**src/rtl/fifo_wr_arbiter.sv**
```systemverilog
// fifo_wr_arbiter: round-robin, packet-locked arbiter for the write port of one fifo.
// A granted requester keeps the port until it writes its last byte. A watchdog
// releases an owner that drops req mid-packet for TMO consecutive cycles.
//
// state | meaning
// IDLE  | no packet locked; arbitrate among requesters, no byte moves
// LOCK  | owner holds the fifo write port; bytes move while req[owner] & ~fifo_full
module fifo_wr_arbiter #(
    parameter int N   = 2,
    parameter int IW  = 1,
    parameter int B   = 8,
    parameter int TMO = 255
) (
    input  logic           clk,
    input  logic           reset_n,
    input  logic [N-1:0]   req,
    input  logic [N-1:0]   last,
    input  logic [N*B-1:0] req_data,
    output logic [N-1:0]   gnt,
    output logic           fifo_wr,
    output logic [B-1:0]   fifo_wr_data,
    input  logic           fifo_full,
    output logic           busy,
    output logic [IW-1:0]  owner,
    output logic           timeout
);

    typedef enum logic {
        IDLE = 1'b0,
        LOCK = 1'b1
    } state_t;

    localparam logic [15:0] TMO_M1 = 16'(TMO - 1);

    state_t        state_q;
    logic [IW-1:0] owner_q;
    logic [IW-1:0] rr_ptr_q;
    logic [15:0]   tmo_cnt_q;
    logic          timeout_q;

    logic [IW-1:0] scan_idx;
    logic [IW-1:0] pick_idx;
    logic          pick_vld;
    logic          own_req;
    logic          own_last;
    logic          accept;

    assign own_req  = req[owner_q];
    assign own_last = last[owner_q];
    assign accept   = (state_q == LOCK) & own_req & ~fifo_full;

    // Round-robin pick: scan from rr_ptr+1 upward; the loop runs from the farthest
    // candidate to the nearest so the nearest requesting index wins.
    always_comb begin
        pick_vld = 1'b0;
        pick_idx = '0;
        scan_idx = '0;
        for (int k = N; k >= 1; k--) begin
            scan_idx = IW'((int'(rr_ptr_q) + k) % N);
            if (req[scan_idx]) begin
                pick_vld = 1'b1;
                pick_idx = scan_idx;
            end
        end
    end

    // Write-port steering: the owner's byte is always presented, strobes only on accept.
    // Strobes are also masked by reset so a held-off lock cannot write.
    always_comb begin
        gnt          = '0;
        fifo_wr_data = '0;
        for (int i = 0; i < N; i++) begin
            if (owner_q == IW'(i)) begin
                gnt[i]       = accept & reset_n;
                fifo_wr_data = req_data[i*B +: B];
            end
        end
        fifo_wr = accept & reset_n;
    end

    // Lock FSM with watchdog; rr_ptr records the last owner so it drops to lowest priority.
    always_ff @(posedge clk) begin
        if (!reset_n) begin
            state_q   <= IDLE;
            owner_q   <= '0;
            rr_ptr_q  <= IW'(N - 1);
            tmo_cnt_q <= '0;
            timeout_q <= 1'b0;
        end else begin
            timeout_q <= 1'b0;
            case (state_q)
                IDLE: begin
                    if (pick_vld) begin
                        owner_q   <= pick_idx;
                        state_q   <= LOCK;
                        tmo_cnt_q <= '0;
                    end
                end
                LOCK: begin
                    if (own_req) begin
                        // A full-fifo stall keeps req high, so it never feeds the watchdog.
                        tmo_cnt_q <= '0;
                        if (accept && own_last) begin
                            state_q  <= IDLE;
                            rr_ptr_q <= owner_q;
                        end
                    end else if (tmo_cnt_q == TMO_M1) begin
                        // Partial packet already in the fifo is left there.
                        state_q   <= IDLE;
                        rr_ptr_q  <= owner_q;
                        timeout_q <= 1'b1;
                    end else begin
                        tmo_cnt_q <= tmo_cnt_q + 16'd1;
                    end
                end
                default: state_q <= IDLE;
            endcase
        end
    end

    assign busy    = (state_q == LOCK);
    assign owner   = owner_q;
    assign timeout = timeout_q;

endmodule

```
**config.mk**
```make
export PLATFORM = sky130hd
export DESIGN_NAME = fifo_wr_arbiter
export DESIGN_NICKNAME = d
export VERILOG_FILES = /design/src/rtl/fifo_wr_arbiter.sv
export SDC_FILE = /design/constraint.sdc
export NUM_CORES = 1
export LEC_CHECK = 0
export ABC_AREA = 1
export ABC_CLOCK_PERIOD_IN_PS = 2000
export CAP_MARGIN = 20
export CORE_MARGIN = 1.5
export CORE_UTILIZATION = 25
export DETAILED_ROUTE_END_ITERATION = 7
export DONT_BUFFER_PORTS = 1
export GPL_TIMING_DRIVEN = 0
export SLEW_MARGIN = 20
export SYNTH_ARGS = -nofsm -noshare
export SYNTH_HDL_FRONTEND = slang
export SYNTH_SLANG_ARGS = --single-unit
export TNS_END_PERCENT = 1
```
**constraint.sdc**
```tcl
create_clock -name clk -period 2 [get_ports clk]
set_clock_uncertainty 0.05 [all_clocks]
set_input_delay 0.2 -clock clk [delete_from_list [all_inputs] [get_ports clk]]
set_output_delay 0.2 -clock clk [all_outputs]
set_load 0.02 [all_outputs]
```
Word-level counts from Yosys, hierarchy flattened. Index checks and enable logic that the tools add are counted.

Word-level logic and storage cells: 55. Output and inout port bits: 14. Flip-flop bits (word level): 20.

Equal/unequal tests: 4. Order comparisons: 3. Add/subtract/negate cells: 3. Reductions and logical operators: 6. Multiplexer cells: 28. Bitwise gates (word level): 6.

Operator list (number): 16-bit two-way mux (3); 16-bit one-hot mux with 2 select lines (1); 1-bit two-way mux (22); 16-bit by 1-bit adder with 16-bit output, second input constant (1); 16-bit by 8-bit == test with 1-bit output, second input constant (1); 8-bit two-way mux (1); 1-bit by 2-bit < comparator with 1-bit output, second input constant (3); 2-bit AND reduction (2); 1-bit AND (3); 3-bit inequality test, second input constant (1); 1-bit NOT (3); 3-bit AND reduction (1); 3-bit OR reduction (1); 1-bit adder, second input constant (2); 2-bit by 1-bit inequality test with 1-bit output, second input constant (1); 2-bit inequality test, second input constant (1); 1-bit one-hot mux with 2 select lines (1); 2-bit nonzero test (1); 1-bit logical AND (1).

Longest topological paths before layout.
Depth after elaboration: 8. Depth in mapped cells: 10. Depth with buffers taken out: 10.

Least setup slack after synthesis. No wires, ideal clock.

Kind: reg-to-output. Start point: reg state_q (netlist: busy). End point: out gnt[0]. Stages on the path, launching flop included: 7. Data arrival time: 1.579 ns. Buffers on the path: 0. Path slack: 0.171 ns. Path through: dfxtp_1 -> inv_2 -> nor2_1 -> nand2_1 -> nor2_1 -> inv_1 -> nor2_1.

Longest elaborated chain between the ends: 4.

Ends and longest elaborated chain: start, declared (RTL line 35) `state_t state_q;`; start signal, assigned (RTL line 84) `state_q <= IDLE;`; start signal, assigned (RTL line 95) `state_q <= LOCK;`; start signal, assigned (RTL line 104) `state_q <= IDLE;`; 1-bit AND (2 in series) (RTL line 50) `assign accept = (state_q == LOCK) & own_req & ~fifo_full;`; 1-bit AND; named net fifo_wr (RTL line 20) `output logic fifo_wr,`; 1-bit two-way mux (RTL line 73) `if (owner_q == IW'(i)) begin`; end, declared (RTL line 19) `output logic [N-1:0] gnt,`.

The timed path passes the listed nets, and every way through them passes these cells.

Worst setup path in the final report.
Start point: reg owner_q (netlist: owner). End point: out gnt[1].

Longest elaborated chain between the ends: 6.

Ends and longest elaborated chain: start, declared (RTL line 36) `logic [IW-1:0] owner_q;`; start signal, assigned (RTL line 94) `owner_q <= pick_idx;`; 1-bit two-way mux (not written as such) (2 in series) (RTL line 48) `assign own_req = req[owner_q];`; 1-bit AND (2 in series) (RTL line 50); 1-bit AND; named net fifo_wr (RTL line 20); 1-bit two-way mux (RTL line 73).

The timed path passes the listed nets, and every way through them passes these cells. The select of a mux whose other input is x is not followed.

==> flow_summary.ini <==
[yosys]
yosysUniqueCellTypes = 24
synth_nets = 270
synth-seq-area-share_pct = 27.1
syn_area_um2 = 1480
synth_cells = 245
ys.warnings.count = 0
ys_ff_latch = 20
synth.avg_cell_area_um2 = 6.02

[drt]
drt-initial-drc-count = 67
ant_nets = 0
route.detailed.drc = 0
wl_per_cell_um = 11.6
wl_um = 3740
dr_total_vias = 1530
wl_met1_um = 1700
drt_pass1_iterations = 4
wl_met2_um = 1730
dr.max_layer_used = met4
routed-wl-met3_um = 238
detail_route.vias_per_cell = 4.77

[clock_network]
clock_latency_ns = 0.27
cts_root_buf = clkbuf_8
clock_sinks = 20
tritoncts.num_buffers = 3
holdBufCountCts = 0
cts.clk_slew.worst_paths_ns = 0.08
clockBufferDepth = 2
htreeDepth = 1
post_cts.repair.setup_buffers = 0
ctsResizeCount = 3
tritoncts = done

[worst_hold_path]
hold_class = in2reg
hold_path_depth = 2
hp-start = req[1]
hold_end = owner$_SDFFE_PN0P_

[critical_path]
r2r_end = tmo_cnt_q[8]$_SDFFE_PN0P_
end_kind = primary output
rrSetupSlack_ns = 0.34
worstSetupPathType = reg2out
path_cells = nand2_1 -> nand2_2 -> nand2_1 -> nor2_4 -> inv_1 -> nor2_2
crit_family = simple AND/OR/NAND/NOR gates
r2r_cells = 8
crit_fanout = 6
timing.rr.start = tmo_cnt_q[1]$_SDFFE_PN0P_
cpMostUsedCell = nand2_1
worst_ep_arrival_time_ns = 1.62
crit_path_start = owner$_SDFFE_PN0P_
required_ns = 1.75
critPathMaxStageDelay_ns = 0.46
slowest_stage = dfxtp_2
crit_buf_inv = 1
start_kind = flop

[sta]
hold_viol = 0
setup_viol = 0
tns_ns = 0
hold_slack_ns = 0.0347
slew_viol_final = 0
period_minus_slack_ns = 1.87
relSlewSlack_pct = 73.5
worst_slew_pin_slew_ns = 0.397
fin_crit_sh_pct = 93.4
finalWorstSetupSlack_ns = 0.132
max_freq_mhz = 535
rsz0062_at_grt = no

[outcome]
outcome = completed

[floorplan]
initial_utilization_pct = 26.3
pin_count = 37
die_y_um = 79.8
rows = 27
die_w_um = 79.8
core_um2 = 5610
die_area_um2 = 6370

[final_layout]
drive_gt1_share_pct = 16.1
areaGrowthSynthToFinish_pct = 11.0
num_antenna_cells = 0
nNetsFinal = 275

[power]
cellPowerDensity_nw_per_um2 = 531
power_leakage_nw = 0.694
ir_drop_uv = 207

[placement]
gp_congestion = 0.887
portBuffers = 0
place_hpwl_um = 2930
pre_cts_slack_ns = -0.0750

[global_routing]
antenna_found_initial = 0
grt_max_degree = 12
grt_pass1_wl_um = 6200
grt_use_total_pct = 12.2
gr-total-overflow = 0
first_global_vias = 1353

[job]
maxCapViolCount = 0
==> power breakdown <==
part / internal, W / switching [W] / leakage (nW)
Sequential: 0.000404 / 0.0000132 / 0.163
Combinational: 0.0000314 / 0.0000912 / 0.503
Clock: 0.000176 / 0.000154 / 0.0288
==> sequential cells by signal, indices dropped and copies added, names as in the netlist <==
name       count
busy           1
rr_ptr_q       1
tmo_cnt_q     16
owner          1
timeout        1
==> how the worst max path moves through the flow <==
stage | endpoint | cells past startpoint
2_1_floorplan | gnt[0] | 6
3_3_place_gp | gnt[0] | 6
3_5_place_dp | gnt[1] | 6
4_1_cts | gnt[1] | 6
5_1_grt | gnt[0] | 6
6_report | gnt[1] | 6
==> kinds of logic after synthesis <==
group / share of synthesized area [%]
AO/OA/AOI/OAI: 8.65
adder cells (fa/ha/maj): 1.70
buffers and inverters: 9.50
flip-flops: 27.1
AND/OR/NAND/NOR: 53.0
==> final cells by class <==
cell class | instances | area, um2
fill | 648 | 3970
inverter | 29 | 109
tap | 72 | 90.1
buffer | 5 | 31.3
clock buffer | 4 | 55.1
multi-input combinational | 191 | 947
sequential | 20 | 405
==> synth_stat cells (all sizes together) <==
| library cell | n | area, um2 |
|---|---|---|
| a21oi | 9 | 67.6 |
| buf | 2 | 20.0 |
| clkbuf | 3 | 11.3 |
| dfxtp | 20 | 400 |
| ha | 2 | 25.0 |
| inv | 29 | 109 |
| nand2 | 89 | 367 |
| nand3 | 23 | 133 |
| nand4 | 12 | 75.1 |
| nor2 | 43 | 190 |
| nor3 | 2 | 10.0 |
| nor3b | 1 | 7.51 |
| o21ai | 6 | 30.0 |
| o21bai | 4 | 30.0 |
==> per-layer routing <==
layer  up-vias  global-route usage [%]
met3         5                    1.60
li1        787                       -
met2        54                    20.6
met4         0                    5.00
met5         -                       0
met1       684                    15.7
==> placed cells by master, fill, tap and decap left out, types with 3 or more instances in the layout <==
cell type  instances
nand2_1           78
nor2_1            34
inv_1             25
nand3_1           21
dfxtp_1           18
nand4_1           12
nand2_2           10
nor2_2             7
a21oi_2            6
inv_2              4
o21bai_1           4
o21ai_0            4
clkbuf_8           4
clkbuf_1           3
a21oi_1            3
==> stage by stage <==
step	instances	util, %	total power (W)	area, um2
after global placement	317	27.9	0.000547	1570
after CTS	321	29.0	0.000872	1630
after floorplan	245	-	0.000524	1480
final	321	29.2	0.000869	1640
after global routing	321	29.2	0.000896	1640
after detailed placement	317	27.9	0.000547	1570
No activity file was read; power rests on OpenSTA's default activity.
